## config.mk

```make
export PLATFORM = sky130hd
export DESIGN_NAME = alu_issue_arbiter
export DESIGN_NICKNAME = d
export VERILOG_FILES = /design/src/rtl/alu_issue_arbiter.sv
export SDC_FILE = /design/constraint.sdc
export NUM_CORES = 1
export LEC_CHECK = 0
export CAP_MARGIN = 5
export CORE_MARGIN = 5
export CORE_UTILIZATION = 44
export CTS_BUF_LIST = sky130_fd_sc_hd__clkbuf_16
export CTS_CLUSTER_DIAMETER = 80
export DETAILED_ROUTE_END_ITERATION = 7
export PLACE_DENSITY = 0.88
export SLEW_MARGIN = 0
export SYNTH_ARGS = -nofsm -noshare
export SYNTH_HDL_FRONTEND = slang
export SYNTH_SLANG_ARGS = --single-unit
```

## constraint.sdc

```tcl
create_clock -name clk_i -period 2.8 [get_ports clk_i]
set_input_delay 0.56 -clock clk_i [delete_from_list [all_inputs] [get_ports clk_i]]
set_output_delay 0.56 -clock clk_i [all_outputs]
set_load 0.05 [all_outputs]
```

## src/rtl/alu_issue_arbiter.sv

```systemverilog
`default_nettype none
// ============================================================================
// Module  : alu_issue_arbiter
// Purpose : Round-robin arbiter feeding one ALU from NUM_REQ issue ports
//           through a registered 1-entry output stage with flush support.
// Config  : `ALU_ARB_PERF_EN adds saturating grant/stall performance counters.
// Revision: 1.0 - initial release
// ============================================================================
module alu_issue_arbiter #(
    parameter int  NUM_REQ = 4,
    parameter type AE      = logic [31:0],
    parameter int  CNT_W   = 16,
    localparam int IDX_W   = $clog2(NUM_REQ)
) (
    input  logic               clk_i,
    input  logic               reset_ni,
    input  logic               flush_i,
    input  logic [NUM_REQ-1:0] req_valid_i,
    output logic [NUM_REQ-1:0] req_ready_o,
    input  AE                  req_data_i [NUM_REQ],
    output logic               alu_valid_o,
    input  logic               alu_ready_i,
    output AE                  alu_data_o,
    output logic [IDX_W-1:0]   alu_src_o,
    output logic               busy_o
`ifdef ALU_ARB_PERF_EN
    ,
    output logic [CNT_W-1:0]   perf_grant_cnt_o,
    output logic [CNT_W-1:0]   perf_stall_cnt_o
`endif
);

    localparam logic [IDX_W:0]   c_num_req = (IDX_W+1)'(NUM_REQ);
    localparam logic [IDX_W-1:0] c_last    = IDX_W'(NUM_REQ - 1);

    logic               r_valid;
    AE                  r_data;
    logic [IDX_W-1:0]   r_src;
    logic [IDX_W-1:0]   r_rr_ptr;

    logic               w_load_en;
    logic               w_any;
    logic [IDX_W-1:0]   w_grant;
    logic [IDX_W:0]     w_scan;
    logic               w_fire_in;
    logic               w_fire_out;
    logic [NUM_REQ-1:0] w_ready;

    // Reset gates acceptance so no source sees ready while reset is held.
    assign w_load_en  = reset_ni && !flush_i && (!r_valid || alu_ready_i);
    assign w_fire_in  = w_any && w_load_en;
    assign w_fire_out = r_valid && alu_ready_i;

    // First valid requester at or after the round-robin pointer, with wrap.
    always_comb begin
        w_any   = 1'b0;
        w_grant = r_rr_ptr;
        w_scan  = '0;
        for (int k = 0; k < NUM_REQ; k++) begin
            w_scan = {1'b0, r_rr_ptr} + (IDX_W+1)'(k);
            if (w_scan >= c_num_req) begin
                w_scan = w_scan - c_num_req;
            end
            if (!w_any && req_valid_i[w_scan[IDX_W-1:0]]) begin
                w_any   = 1'b1;
                w_grant = w_scan[IDX_W-1:0];
            end
        end
    end

    always_comb begin
        w_ready = '0;
        if (w_fire_in) begin
            w_ready[w_grant] = 1'b1;
        end
    end

    always_ff @(posedge clk_i or negedge reset_ni) begin
        if (!reset_ni) begin
            r_valid  <= 1'b0;
            r_data   <= '0;
            r_src    <= '0;
            r_rr_ptr <= '0;
        end else if (flush_i) begin
            r_valid <= 1'b0;
            r_data  <= '0;
        end else if (w_fire_in) begin
            r_valid  <= 1'b1;
            r_data   <= req_data_i[w_grant];
            r_src    <= w_grant;
            r_rr_ptr <= (w_grant == c_last) ? '0 : w_grant + 1'b1;
        end else if (w_fire_out) begin
            r_valid <= 1'b0;
        end
    end

    assign req_ready_o = w_ready;
    assign alu_valid_o = r_valid;
    assign alu_data_o  = r_data;
    assign alu_src_o   = r_src;
    assign busy_o      = r_valid;

`ifdef ALU_ARB_PERF_EN
    logic [CNT_W-1:0] r_grant_cnt;
    logic [CNT_W-1:0] r_stall_cnt;

    // Both counters stick at all-ones and ignore flush.
    always_ff @(posedge clk_i or negedge reset_ni) begin
        if (!reset_ni) begin
            r_grant_cnt <= '0;
            r_stall_cnt <= '0;
        end else begin
            if (w_fire_in && (r_grant_cnt != '1)) begin
                r_grant_cnt <= r_grant_cnt + 1'b1;
            end
            if (r_valid && !alu_ready_i && (r_stall_cnt != '1)) begin
                r_stall_cnt <= r_stall_cnt + 1'b1;
            end
        end
    end

    assign perf_grant_cnt_o = r_grant_cnt;
    assign perf_stall_cnt_o = r_stall_cnt;
`else
    if (CNT_W < 1) begin : g_no_perf
    end
`endif

endmodule
`default_nettype wire

```

==> reports/results.txt, run 1 <==
outcome -> finished clean
area grow syn2layout -> 60.00%
Register-to-Register Setup Slack -> 0.70 ns
RePlAce Congestion -> 0.8337
WP data required -> 2.24 ns
Slew @ Worst Pin -> 0.5654 ns
Synth area leader -> dfrtp_1
Die Y -> 97.22 µm
Rows -> 31
min setup slack post-route -> 0.09961 ns
final wirelength -> 11.27 mm
die area -> 9451 µm²
CTS H-tree depth -> 2
HP Class -> input pin to asynchronous set/reset pin
leakage -> 2.009 nW
CTS Buffer Depth -> 2
Synth Warn # -> 0
Setup WS pre-CTS -> -0.09731 ns
Achievable Freq -> 370.3 MHz
vias in the first global route -> 3526
largest net degree at the start of global routing -> 65
hold slack -> 0.3775 ns
HPWL Detailed -> 8.415 mm
nets@finish -> 613
worst flop-to-flop path endpoint -> alu_data_o[18]
Synth Instances -> 315
Peak VDD IR -> 0.6310 mV
Worst Setup Path Type -> input pin to primary output
RSZ-0062 raised after global routing -> no
Setup TNS -> 0 ns
first-pass GRT wire length -> 17.97 mm
Avg WL per Cell -> 19.67 µm
minimum clock period -> 2.700 ns
Antenna Nets Post-Route -> 0
Worst Setup End Kind -> primary output
maxcap violations -> 0
Worst Path Arrival -> 2.14 ns
Initial Util -> 45.66%
CTS root buf -> clkbuf_16
Post-Synthesis Cell Area -> 3347 µm²
Final Hold Fails -> 0
Die Span X -> 97.22 µm
Netlist cell types -> 34
Worst Clk Skew -> 0.004099 ns
I/O pins -> 176
PD cells -> 744.8 nW/µm²
post-synth top area share -> 27.66%
drc violations -> 0
worst r2r src -> r_rr_ptr[0]
Max Transition Viols Final -> 0
DRT iter0 DRCs -> 93
TritonCTS clock tree -> yes
Synthesized Nets -> 455
all-layer global routing usage -> 22.98%
synth top area cells -> dfrtp_1, a211oi_2, and4_1, o31ai_2, a211oi_1
Max FO, Critical Path -> 4
flops & latches, synth -> 37
vias per cell -> 5.825
crit share post-route -> 96.44%
Syn Area/Cell -> 10.63 µm²
core area -> 7331 µm²
GRT overflow -> 0
via count -> 3338
Setup violations, final -> 0
First-pass DRT Iterations -> 4
layout cell share with drive strength beyond 1 -> 28.06%
startpoint types -> input pin
Worst-Skew Late Latency -> 0.27 ns
R2R cell count -> 9
CTS sink count -> 37
Clock transition at path regs -> 0.06 ns
slew margin rel. -> 62.19%
initial antenna violation count -> 0
TritonCTS Buffers -> 5
sequential area share after synthesis -> 27.66%
IO Port Bufs -> 175
Antenna diodes -> 0
[power by group]
part | total, mW | switching (mW) | internal, mW
Clock | 0.642 | 0.221 | 0.421
Sequential | 0.754 | 0.0926 | 0.661
Combinational | 2.59 | 1.57 | 1.02
Total | 3.99 | 1.89 | 2.10
[state kept, by name (all words and copies together) (netlist names)]
signal	count
alu_src_o	2
r_rr_ptr	2
alu_valid_o	1
alu_data_o	32
[worst max-delay path by stage]
stage,startpoint,to,slack [ns],depth (start not counted)
floorplan,req_valid_i[2],req_ready_o[2],0.02,9
global placement,req_valid_i[2],req_ready_o[1],-0.008,9
detailed placement,req_valid_i[2],req_ready_o[0],-0.1,9
CTS,req_valid_i[3],req_ready_o[3],0.009,8
global route,req_valid_i[1],req_ready_o[1],0.03,9
finish,req_valid_i[1],req_ready_o[1],0.1,9
[layout by cell type, fill, tap and decap left out, types with 2 or more instances in the layout]
cell,netlist,layout
clkdlybuf4s50_1,0,167
and4_1,64,64
a211oi_2,49,49
dfrtp_1,37,37
o31ai_2,32,32
nand2_1,23,23
buf_4,14,20
a211oi_1,15,15
nand3b_1,12,12
clkbuf_16,0,5
buf_12,1,5
inv_1,4,4
nor2_2,0,4
ha_1,4,3
nor2b_2,0,2
nor2b_1,4,2
o21ai_1,3,2
dlygate4sd2_1,0,2
[cells by family (layout without fill, tap and decap cells)]
group	Yosys count	after routing	synth area share, %
simple gates	117	117	25.46
compound gates	105	105	35.36
buf+inv	51	210	9.682
flops	37	37	27.66
fa+ha+maj	4	4	1.495
mux	1	1	0.3364
[metal layers]
layer	up-vias	part of all wire [%]	track usage [%]	wire [µm]
met2	138	50	39.92	5682
li1	1582	-	-	-
met5	-	0	0	0
met3	26	7.6	6.892	854
met4	0	3.0	7.029	337
met1	1592	39	27.29	4397
[cells in the mapped netlist]
cell type and number:
buf_4 14, nand2_1 23, and3_4 1, buf_6 6, o31ai_1 1, nand3b_1 12
nor2_1 5, o21bai_1 1, nand3_2 1, inv_1 4, dfrtp_1 37, or2_1 2
nor2b_1 4, nand2b_1 1, inv_2 1, a211oi_1 15, buf_2 13, inv_4 1
clkbuf_1 11, a211oi_2 49, o21ai_1 3, buf_12 1, o21a_1 1, and4_1 64
nor4_1 1, mux2_1 1, a21oi_1 1, or4_4 1, o31ai_2 32, nor3_1 1
ha_1 4, and3b_1 1, a211o_1 1, a31oi_1 1
[critical path: stages]
cell	delay, ns
clkdlybuf4s50_1	0.49
nor2b_1	0.26
o21bai_4	0.08
and3_4	0.19
buf_4	0.13
ha_1	0.17
inv_1	0.07
nor2_2	0.05
buf_12	0.14
[cell type report]
type | instances | area [µm²]
multi-input cells | 227 | 2152
fillers | 518 | 1976
repair buffers | 196 | 1957
flip-flops and latches | 37 | 925.9
clock buffers | 5 | 125.1
well taps | 99 | 123.9
clock inverters | 3 | 46.29
inverters | 6 | 25.02
[repair_timing]
item	4_1_cts	5_1_grt
gates resized for setup	5	5
hold buffers	0	0
pin swaps	0	5
buffers inserted	0	1
endpoints found under the setup margin	4	4
endpoints found under the hold margin	0	0
[per-stage QoR]
step / power [mW] / utilization, % / instance area (µm²) / cells
after floorplan: 2.602 / - / 3352 / 315
after detailed placement: 3.336 / 70.32 / 5155 / 564
after CTS: 3.996 / 72.73 / 5331 / 572
after global routing: 4.210 / 73.05 / 5355 / 573
final: 3.989 / 73.05 / 5355 / 573
after global placement: 3.267 / 70.32 / 5155 / 564
Power figures use the tool's default switching activity.
==> run 2: changes to the inputs <==
--- a/config.mk
+++ b/config.mk
@@ -11,6 +11,7 @@
 export CTS_BUF_LIST = sky130_fd_sc_hd__clkbuf_16
 export CTS_CLUSTER_DIAMETER = 80
 export DETAILED_ROUTE_END_ITERATION = 7
+export HOLD_SLACK_MARGIN = 0.03
 export PLACE_DENSITY = 0.88
 export SLEW_MARGIN = 0
 export SYNTH_ARGS = -nofsm -noshare
==> results of run 2 <==
Final layout, timing and power as in run 1 (identical DEF).
==> run 3: changes to the inputs <==
--- a/config.mk
+++ b/config.mk
@@ -5,14 +5,15 @@
 export SDC_FILE = /design/constraint.sdc
 export NUM_CORES = 1
 export LEC_CHECK = 0
+export ABC_AREA = 1
 export CAP_MARGIN = 5
 export CORE_MARGIN = 5
-export CORE_UTILIZATION = 44
+export CORE_UTILIZATION = 46
 export CTS_BUF_LIST = sky130_fd_sc_hd__clkbuf_16
 export CTS_CLUSTER_DIAMETER = 80
 export DETAILED_ROUTE_END_ITERATION = 7
 export HOLD_SLACK_MARGIN = 0.03
-export PLACE_DENSITY = 0.88
+export PLACE_DENSITY_LB_ADDON = 0.15
 export SLEW_MARGIN = 0
 export SYNTH_ARGS = -nofsm -noshare
 export SYNTH_HDL_FRONTEND = slang
==> run 3 against run 2 <==
Net effect: the run now ends with negative setup slack left; design area grew 10%; cell count grew 53%; routed wire length grew 14%; first-iteration DRC count grew 37%; combinational power grew 140%; critical path type unchanged; largest power group unchanged.
==> reports/results.txt, run 3 <==
Synthesized Nets -> 739 (was 455)
Setup violations, final -> 3 (was 0)
first-pass GRT wire length -> 18.62 mm (was 17.97 mm)
Initial Util -> 47.90% (was 45.66%)
largest net degree at the start of global routing -> 65 (unchanged)
most frequent cells in the layout -> nand2_1, clkdlybuf4s50_1, inv_1 (was clkdlybuf4s50_1, and4_1, a211oi_2)
Final Hold Fails -> 0 (unchanged)
worst flop-to-flop path endpoint -> alu_data_o[31] (was alu_data_o[18])
initial antenna violation count -> 0 (unchanged)
Worst Clk Skew -> 0.003415 ns (was 0.004099 ns)
Worst-Skew Late Latency -> 0.27 ns (about the same)
Max Transition Viols Final -> 0 (unchanged)
Antenna Nets Post-Route -> 0 (unchanged)
failing checks -> negative setup slack
all-layer global routing usage -> 22.42% (was 22.98%)
most common cell after layout, fill and taps aside -> nand2_1 (was clkdlybuf4s50_1)
Synth area leader -> nand2_1 (was dfrtp_1)
crit share post-route -> 101.6% (was 96.44%)
Slew @ Worst Pin -> 0.7130 ns (was 0.5654 ns)
Antenna diodes -> 0 (unchanged)
core area -> 7807 µm² (was 7331 µm²)
TritonCTS Buffers -> 5 (unchanged)
DRT iter0 DRCs -> 127 (was 93)
startpoint types -> input pin (unchanged)
CTS Buffer Depth -> 2 (unchanged)
Die Span X -> 100.2 µm (was 97.22 µm)
WP data required -> 2.24 ns (about the same)
largest family of logic cells by synthesized area -> simple AND/OR/NAND/NOR gates (was compound AO/OA/AOI/OAI gates)
die area -> 10030 µm² (was 9451 µm²)
vias per cell -> 4.999 (was 5.825)
Post-Synth XOR/XNOR Area -> 0% (unchanged)
HPWL Detailed -> 8.823 mm (was 8.415 mm)
synth top area cells -> nand2_1, dfrtp_1, nand3b_1, inv_1, nand3_1 (was dfrtp_1, a211oi_2, and4_1, o31ai_2, a211oi_1)
Synth Warn # -> 0 (unchanged)
Peak VDD IR -> 0.9664 mV (was 0.6310 mV)
post-route cell area -> 5907 µm² (was 5355 µm²)
Worst Path Arrival -> 2.29 ns (was 2.14 ns)
Max FO, Critical Path -> 4 (unchanged)
area grow syn2layout -> 57.95% (was 60.00%)
ys async rst share -> 100.0% (unchanged)
RePlAce Congestion -> 0.8240 (was 0.8337)
maxcap violations -> 0 (unchanged)
nets@finish -> 917 (was 613)
via count -> 4394 (was 3338)
worst r2r src -> r_rr_ptr[0] (unchanged)
Post-Synth Simple-Gate Area -> 56.47% (was 25.46%)
Post-Synth Adder-Cell Area -> 1.338% (was 1.495%)
Clock transition at path regs -> 0.05 ns (was 0.06 ns)
compound-cell area share of the yosys netlist -> 0.9368% (was 35.36%)
EDFF count, synth -> 0 (unchanged)
layout cell share with drive strength beyond 1 -> 16.99% (was 28.06%)
min setup slack post-route -> -0.04530 ns (was 0.09961 ns)
Die Y -> 100.2 µm (was 97.22 µm)
Setup TNS -> -0.08896 ns (was 0 ns)
count leader, synth -> nand2_1 (was and4_1)
RSZ-0062 raised after global routing -> yes (was no)
sequential area share after synthesis -> 24.76% (was 27.66%)
hold_buf cts -> 0 (unchanged)
Worst Setup End Kind -> primary output (unchanged)
Post-synth top flop -> dfrtp_1 (unchanged)
I/O pins -> 176 (unchanged)
multiplexer area fraction after synthesis -> 0% (was 0.3364%)
TritonCTS clock tree -> yes (unchanged)
placed cell areas -> 5473 µm² (was 5155 µm²)
IO Port Bufs -> 175 (unchanged)
CTS H-tree depth -> 2 (unchanged)
outcome -> finished, violations left (was finished clean)
hold slack -> 0.3420 ns (was 0.3775 ns)
Register-to-Register Setup Slack -> 0.14 ns (was 0.70 ns)
minimum clock period -> 2.845 ns (was 2.700 ns)
slew margin rel. -> 52.47% (was 62.19%)
HP Class -> input pin to asynchronous set/reset pin (unchanged)
drc violations -> 0 (unchanged)
leakage -> 3.079 nW (was 2.009 nW)
CTS root buf -> clkbuf_16 (unchanged)
Syn Area/Cell -> 6.243 µm² (was 10.63 µm²)
Synth Instances -> 599 (was 315)
final wirelength -> 12.84 mm (was 11.27 mm)
CP startpoint -> req_valid_i[1] (unchanged)
Netlist cell types -> 24 (was 34)
vias in the first global route -> 4089 (was 3526)
Post-Synthesis Cell Area -> 3740 µm² (was 3347 µm²)
GRT overflow -> 0 (unchanged)
CTS sink count -> 37 (unchanged)
PD cells -> 1302 nW/µm² (was 744.8 nW/µm²)
Worst Setup Path Type -> input pin to primary output (unchanged)
Rows -> 32 (was 31)
Achievable Freq -> 351.5 MHz (was 370.3 MHz)
Post-synth top cells -> nand2_1, inv_1, nand3b_1 (was and4_1, a211oi_2, dfrtp_1)
First-pass DRT Iterations -> 4 (unchanged)
Avg WL per Cell -> 14.61 µm (was 19.67 µm)
post-synth top area share -> 28.40% (was 27.66%)
R2R cell count -> 16 (was 9)
Worst Setup EP -> req_ready_o[2] (was req_ready_o[1])
max reg flops -> 32 (unchanged)
flops & latches, synth -> 37 (unchanged)
-- run 3: changes by cell type after synthesis, sizes merged, moves of 32 or more --
cell / before / now
a211oi: 64 / 0
and4: 64 / 0
inv: 6 / 78
nand2: 23 / 315
nand3: 1 / 59
nand3b: 12 / 51
o31ai: 33 / 1
-- run 3: routing by layer --
metal	up-vias	wire length, µm	GRT usage [%]
li1	2170	-	-
met1	2008	5076	27.37
met2	186	6644	40.27
met3	30	844	5.142
met4	0	278	4.560
met5	-	0	0
-- run 3: logic make-up (layout without fill, tap and decap cells) --
family | after synthesis | in the layout
flops | 37 | 37
fa+ha+maj | 4 | 4
buf+inv | 116 | 294
compound gates | 6 | 6
simple gates | 436 | 436
-- run 3: timing repair --
action | in CTS | in global routing
gates resized for setup | 8 | 49
endpoints found under the setup margin | 4 | 4
buffers inserted | 1 | 12
pin swaps | 0 | 23
gates cloned | 0 | 2
-- run 3: area by class of cell --
cell class              count  area, µm²
repair inverters            1      5.005
fillers                   597       1901
multi-input cells         446       2375
clock inverters             2      7.507
well taps                 102      127.6
flip-flops and latches     37      928.4
repair buffers            208       2036
clock buffers               5      125.1
inverters                  78      302.8
-- run 3: power breakdown --
group | internal, mW | total [mW] | switching, mW | leakage, nW
logic | 2.15 | 6.18 | 4.03 | 2.53
clock network | 0.318 | 0.517 | 0.199 | 0.0685
registers | 0.809 | 0.997 | 0.188 | 0.482
total | 3.28 | 7.69 | 4.41 | 3.08
-- run 3: worst min-delay path by stage --
stage / start / end / slack [ns] / cells past startpoint
3_3_place_gp: alu_data_o[5] / alu_data_o[5] / 0.46 / 2
5_1_grt: reset_ni / alu_valid_o / 0.40 / 2
6_report: reset_ni / alu_valid_o / 0.34 / 2
2_1_floorplan: reset_ni / alu_data_o[0] / 0.26 / 0
3_5_place_dp: alu_data_o[5] / alu_data_o[5] / 0.46 / 2
4_1_cts: reset_ni / alu_valid_o / 0.37 / 2
-- run 3: critical path: stages --
cell           delay, ns
dlygate4sd2_1       0.28
inv_1               0.10
nand2_1             0.09
nand2_1             0.08
nand2_1             0.09
nand2_2             0.08
nand3_1             0.13
nand2_1             0.07
inv_1               0.07
nand2_2             0.07
nand2_2             0.08
nand2_2             0.06
nand2_4             0.11
ha_4                0.14
inv_2               0.04
nor2_4              0.09
buf_12              0.14
-- run 3: stage by stage --
stage                     utilization [%]  setup WS, ns  instances  power [mW]
final                               75.66      -0.04530        879       7.690
after global placement              70.10       -0.1163        857       6.374
after detailed placement            70.10       -0.2176        857       6.499
after floorplan                         -       0.09509        599       5.229
after CTS                           71.97      0.004019        865       7.078
after global routing                75.66       -0.1313        879       8.258
